$ cat src/rtl/syn_md_if.sv
// Sync-marker receive bundle: the line and enable going into the detector,
// the strobes and measurements coming back out of it.
interface syn_md_if #(
    parameter int PER_W = 24
);
    logic             syn_md_in;
    logic             rx_en;
    logic             syn_det;
    logic             width_err;
    logic [7:0]       syn_width;
    logic [PER_W-1:0] syn_period;
    logic             period_valid;
    logic [7:0]       det_cnt;

    // Upstream side: drives the sync line and enable, observes results.
    modport master (
        output syn_md_in, rx_en,
        input  syn_det, width_err, syn_width, syn_period, period_valid, det_cnt
    );

    // Detector side.
    modport slave (
        input  syn_md_in, rx_en,
        output syn_det, width_err, syn_width, syn_period, period_valid, det_cnt
    );
endinterface

$ cat src/rtl/syn_md_rx.sv
// Sync-marker receiver: synchronizes the async sync line, measures each high
// pulse, accepts pulses inside [MIN_W, MAX_W], and reports the rise-to-rise
// period between consecutive accepted markers.
module syn_md_rx #(
    parameter int SYNC_STAGES = 2,
    parameter int MIN_W       = 14,
    parameter int MAX_W       = 20,
    parameter int PER_W       = 24
) (
    input  logic     clkin,
    input  logic     rst,
    syn_md_if.slave  bus
);

    typedef enum logic [1:0] {
        IDLE  = 2'd0,
        ARMED = 2'd1,
        HIGH  = 2'd2,
        STUCK = 2'd3
    } state_t;

    localparam logic [7:0] MIN_W8 = 8'(MIN_W);
    localparam logic [7:0] MAX_W8 = 8'(MAX_W);

    state_t state, state_nxt;

    logic [SYNC_STAGES-1:0] sync_q;
    logic                   s, s_d, rise, fall;
    logic [7:0]             w;
    logic [PER_W-1:0]       p, p_inc, cand;
    logic                   accept, reject;

    logic                   det_q, err_q, pvalid_q, seen_q;
    logic [7:0]             width_q, cnt_q;
    logic [PER_W-1:0]       period_q;

    assign s     = sync_q[SYNC_STAGES-1];
    assign rise  = s & ~s_d;
    assign fall  = ~s & s_d;
    assign p_inc = (&p) ? p : p + PER_W'(1);

    // Synchronizer chain and edge-detect delay. Deliberately not reset: a
    // reset mid-pulse must keep seeing the line high so the FSM waits in IDLE
    // for the line to drop instead of treating the tail as a fresh rise.
    always_ff @(posedge clkin) begin
        sync_q <= {sync_q[SYNC_STAGES-2:0], bus.syn_md_in};
        s_d    <= s;
    end

    // FSM state register.
    always_ff @(posedge clkin) begin
        if (rst) state <= IDLE;
        else     state <= state_nxt;
    end

    // Next state and accept/reject decisions; a disabled detector sits in IDLE.
    always_comb begin
        state_nxt = state;
        accept    = 1'b0;
        reject    = 1'b0;
        if (!bus.rx_en) begin
            state_nxt = IDLE;
        end else begin
            case (state)
                IDLE: begin
                    // Only arm on a low line so a pulse already in flight is skipped.
                    if (!s) state_nxt = ARMED;
                end
                ARMED: begin
                    if (rise) state_nxt = HIGH;
                end
                HIGH: begin
                    if (fall) begin
                        if (w >= MIN_W8 && w <= MAX_W8) accept = 1'b1;
                        else                            reject = 1'b1;
                        state_nxt = ARMED;
                    end else if (s && w == MAX_W8) begin
                        // Pulse is about to exceed MAX_W: flag it once, then wait it out.
                        reject    = 1'b1;
                        state_nxt = STUCK;
                    end
                end
                STUCK: begin
                    if (!s) state_nxt = ARMED;
                end
                default: state_nxt = IDLE;
            endcase
        end
    end

    // High-width counter: starts at 1 on the rise cycle, saturates at 255.
    always_ff @(posedge clkin) begin
        if (rst)                                   w <= 8'd0;
        else if (rise)                             w <= 8'd1;
        else if (state == HIGH && s && w != 8'hFF) w <= w + 8'd1;
    end

    // Period counter and rise candidate. On acceptance the counter is
    // re-based to the accepted pulse's width, which is exactly the number of
    // cycles since its rise; rejected pulses only overwrite the candidate.
    always_ff @(posedge clkin) begin
        if (rst) begin
            p    <= '0;
            cand <= '0;
        end else begin
            if (!bus.rx_en)  p <= '0;
            else if (accept) p <= PER_W'(w);
            else             p <= p_inc;
            if (rise) cand <= p_inc;
        end
    end

    // Strobes and the measurements reported for each accepted pulse.
    always_ff @(posedge clkin) begin
        if (rst) begin
            det_q    <= 1'b0;
            err_q    <= 1'b0;
            width_q  <= 8'd0;
            period_q <= '0;
            pvalid_q <= 1'b0;
            seen_q   <= 1'b0;
            cnt_q    <= 8'd0;
        end else begin
            det_q <= accept;
            err_q <= reject;
            if (!bus.rx_en) begin
                pvalid_q <= 1'b0;
                seen_q   <= 1'b0;
            end else if (accept) begin
                width_q  <= w;
                period_q <= cand;
                cnt_q    <= cnt_q + 8'd1;
                seen_q   <= 1'b1;
                if (seen_q) pvalid_q <= 1'b1;
            end
        end
    end

    assign bus.syn_det      = det_q;
    assign bus.width_err    = err_q;
    assign bus.syn_width    = width_q;
    assign bus.syn_period   = period_q;
    assign bus.period_valid = pvalid_q;
    assign bus.det_cnt      = cnt_q;

endmodule

$ cat src/flat_wrapper.sv
// flat-port wrapper written by rule: the top's interface ports become plain ports
module syn_md_rx_flat 
#(
    parameter int SYNC_STAGES = 2,
    parameter int MIN_W       = 14,
    parameter int MAX_W       = 20,
    parameter int PER_W       = 24
)
  (clkin, rst, bus_syn_md_in, bus_rx_en, bus_syn_det, bus_width_err, bus_syn_width, bus_syn_period, bus_period_valid, bus_det_cnt);
  syn_md_if #(.PER_W(PER_W)) bus_i ();
  input  logic clkin;
  input  logic rst;
  input wire logic [$bits(bus_i.syn_md_in)-1:0] bus_syn_md_in;
  input wire logic [$bits(bus_i.rx_en)-1:0] bus_rx_en;
  output wire logic [$bits(bus_i.syn_det)-1:0] bus_syn_det;
  output wire logic [$bits(bus_i.width_err)-1:0] bus_width_err;
  output wire logic [$bits(bus_i.syn_width)-1:0] bus_syn_width;
  output wire logic [$bits(bus_i.syn_period)-1:0] bus_syn_period;
  output wire logic [$bits(bus_i.period_valid)-1:0] bus_period_valid;
  output wire logic [$bits(bus_i.det_cnt)-1:0] bus_det_cnt;
  assign bus_i.syn_md_in = bus_syn_md_in;
  assign bus_i.rx_en = bus_rx_en;
  assign bus_syn_det = bus_i.syn_det;
  assign bus_width_err = bus_i.width_err;
  assign bus_syn_width = bus_i.syn_width;
  assign bus_syn_period = bus_i.syn_period;
  assign bus_period_valid = bus_i.period_valid;
  assign bus_det_cnt = bus_i.det_cnt;
  syn_md_rx #(.SYNC_STAGES(SYNC_STAGES), .MIN_W(MIN_W), .MAX_W(MAX_W), .PER_W(PER_W)) u_core (.clkin(clkin), .rst(rst), .bus(bus_i));
endmodule
$ cat config.mk
export PLATFORM = sky130hd
export DESIGN_NAME = syn_md_rx_flat
export DESIGN_NICKNAME = d
export VERILOG_FILES = /design/src/rtl/syn_md_if.sv /design/src/rtl/syn_md_rx.sv /design/src/flat_wrapper.sv
export SDC_FILE = /design/constraint.sdc
export NUM_CORES = 1
export LEC_CHECK = 0
export CORE_MARGIN = 4
export CORE_UTILIZATION = 30
export DETAILED_ROUTE_END_ITERATION = 6
export PLACE_DENSITY = 0.5
export SLEW_MARGIN = 15
export SYNTH_ARGS = -nofsm -noshare
export SYNTH_HDL_FRONTEND = slang
export SYNTH_SLANG_ARGS = --single-unit
export TNS_END_PERCENT = 20
$ cat constraint.sdc
create_clock -name clkin -period 4 [get_ports clkin]
set_input_delay 0.6 -clock clkin [delete_from_list [all_inputs] [get_ports clkin]]
set_output_delay 0.6 -clock clkin [all_outputs]
set_load 0.02 [all_outputs]
==> impl_metrics.ini <==
[synthesis]
yosysWarnings = 0
synth_fp_nets = 538
synth_cell_types = 50
netlist_instances = 527
yosys.area.top_type = dfxtp_1
yosys-top-cells-area = dfxtp_1 47%, nand2_1 7.8%, a21oi_1 5.4%
synth-seq-cells = 105
avgSynthCellArea_um2 = 8.45
syn_area_um2 = 4450
ys_seq_area_frac = 0.472
synth_top_area_share = 0.472

[clock_tree]
htreeDepth = 3
cts_num_sinks = 105
root_buffer = clkbuf_16
cts_buffer_depth = 2
cts_tree = yes
cts_resized = 0
path_clk_slew_ns = 0.06
hold_buffers = 0
numCtsBuffers = 9
post-cts-setup-buffers = 0
clk_latency_ns = 0.35

[pwr]
p_sw_mw = 0.429
pwr-share-clk = 0.418
p_leak_nw = 1.73
power_frac_comb = 0.030
pwr_density_cell_nw_per_um2 = 361
peakVddDrop_mv = 0.208
p_seq_frac = 0.552
internal_power_mw = 1.49
switching_share = 0.224

[floorplanning]
core_um2 = 14500
rows = 44
io_pins = 47
start_util = 0.306
die_area_um2 = 16900
die_h_um = 130
die_x_um = 130

[drt]
vias = 3837
drtIter0Drc = 171
wl_met2_mm = 4.95
wl_met1_mm = 5.27
ant_nets = 0
wirelength_mm = 10.8
dr.pass1.iters = 5
dr.max_layer_used = met4
wl_per_cell_um = 14.4
route.met3.wl_um = 369
via_per_inst = 5.12
drc_errors = 0

[critical_path]
startpoint_type = input pin
path_max_fanout = 20
end_kind = register
required_ns = 4.21
worstSetupPathType = input pin to register
cp.arrival_ns = 2.80

[run_status]
run_status = complete, no violations

[place]
dpl.hpwl_mm = 7.67
io_buffers = 46
place_congestion = 0.827

[timing]
maxSlewViolCount = 0
tightest_slew_ns = 0.912
hold_viol = 0
period_share = 0.647
fin_tns_setup_ns = 0
max-slew-margin-rel = 0.387
rsz0062_at_grt = no
skew_ns = 0.00821
finalSetupViolCount = 0
timing.fmax_ghz = 0.387
period_needed_ns = 2.59

[global_route]
grt.overflow.total = 0
grt_max_degree = 42
grt_pass1_vias = 3458
antenna_found_initial = 0
track_usage = 0.130
grt_pass1_wl_mm = 17.7

[finish]
finalNetCount = 572
antenna_cells = 0
syn2layout_area_growth_pct = 19.3
fillCellCount = 1500
post-route-util = 0.365
drive_gt1_frac = 0.0513

[flow_run]
cap_violations = 0

[worst_hold_path]
hp-class = register to register
## cells by family (layout without fill, tap and decap cells)
group,after synthesis,after routing,synth area share
flip-flops,105,105,0.472
multiplexers,1,1,0.00225
AO/OA/AOI/OAI,108,108,0.146
adder cells (fa/ha/maj),7,7,0.0197
XOR/XNOR,27,27,0.0531
AND/OR/NAND/NOR,243,243,0.268
buffers and inverters,36,74,0.0382
## cell type report
cell class | instances | area, µm² | share of cell area
clock buffers | 10 | 229 | 0.0431
clock inverters | 5 | 31.3 | 0.00589
inverters | 6 | 22.5 | 0.00424
multi-input cells | 386 | 2180 | 0.411
flip-flops and latches | 105 | 2100 | 0.396
well taps | 184 | 230 | 0.0433
repair buffers | 53 | 513 | 0.0966
## critical path, cell delays in order
cell,delay (ns)
clkdlybuf4s50_1,0.48
nand2_1,0.07
nor3_1,0.73
nand2_1,0.18
nand2_1,0.59
o32ai_1,0.14
## power by group through the flow
stage / sequential [mW] / clock [mW] / combinational (mW)
2_1_floorplan: 1.08 / 0 / 0.0420
3_3_place_gp: 1.08 / 0 / 0.0568
3_5_place_dp: 1.08 / 0 / 0.0583
4_1_cts: 1.06 / 0.829 / 0.0584
5_1_grt: 1.06 / 0.858 / 0.0651
6_report: 1.06 / 0.800 / 0.0573
## per-stage QoR
step                power (mW)  cell area, µm²  std cells  hold slack [ns]  setup slack (ns)
finish                    1.92            5310        749            0.328              1.41
floorplan                 1.12            4450        527            0.310              1.92
CTS                       1.95            5310        749            0.330              1.38
global placement          1.14            5050        734            0.313              1.17
detailed placement        1.14            5050        734            0.313              1.00
global route              1.98            5310        749            0.337              1.12
## cells in the mapped netlist, drive strengths merged
library cell  count
o31ai             1
o32ai             2
nand3            23
and4              2
and3              8
o2111ai           1
clkbuf           17
a32oi             3
nor4              6
inv               6
o311a             1
or2               2
o31a              1
xnor2            12
a211oi            7
a311o             1
o21ai            29
or4               9
buf              13
nand2            93
a21boi            1
dfxtp           105
o211ai            7
a21oi            48
nor2b             1
nor2             44
mux2i             1
nand4            18
a32o              1
nand4bb           1
xor2             15
o2bb2ai           1
nor3              7
a22o              1
ha                7
nor3b             5
o21a              1
nand2b            6
and2              3
or3              15
a41oi             1
o32a              1
## state kept, by name, indices dropped and copies added (netlist names)
name	cells
u_core.w	8
u_core.seen_q	1
u_core.sync_q	2
u_core.bus.syn_width	8
u_core.bus.width_err	1
u_core.cand	24
u_core.s_d	1
u_core.bus.det_cnt	8
u_core.state	2
u_core.bus.syn_period	24
u_core.bus.syn_det	1
u_core.bus.period_valid	1
u_core.p	24
## placed cells by master (no fill, tap or decap), types with 2 or more instances in the layout
cell             Yosys  layout
nor2_2               1       2
or3_1               15      15
a32oi_1              3       3
inv_1                6       6
o21ai_0             28      28
nor2_1              43      42
o211ai_1             7       7
and4_1               2       2
xnor2_1             12      12
and2_1               3       3
and3_1               8       8
dfxtp_1            105     105
nor3b_1              5       5
or2_2                2       2
nand2_1             93      93
clkbuf_16            0       9
clkdlybuf4s50_1      0      46
nand4_1             16      16
nor4_1               6       6
o32ai_1              2       2
buf_4                2       7
nand3_1             23      23
or4_1                8       8
a21oi_1             48      48
a211oi_1             7       7
nor3_1               7       7
xor2_1              15      15
clkinv_2             0       3
nand2b_1             6       6
ha_1                 7       7
## final timing paths
kind / start / to / slack, ns / cells after the start
worst max-delay path: bus_rx_en / u_core.p[2] / 1.41 / 6
worst max register to register: u_core.p[5] / u_core.cand[1] / 1.41 / 5
worst min-delay path: u_core.sync_q[0] / u_core.sync_q[1] / 0.33 / 0
worst min register to register: u_core.sync_q[0] / u_core.sync_q[1] / 0.33 / 0
## metal layers
layer  track usage  vias to the layer above
met2         0.209                       73
met4        0.0532                        0
met3        0.0176                       14
met1         0.176                     1824
li1              -                     1926
met5             0                        -
Note: power is estimated with default switching activity, not from simulation.
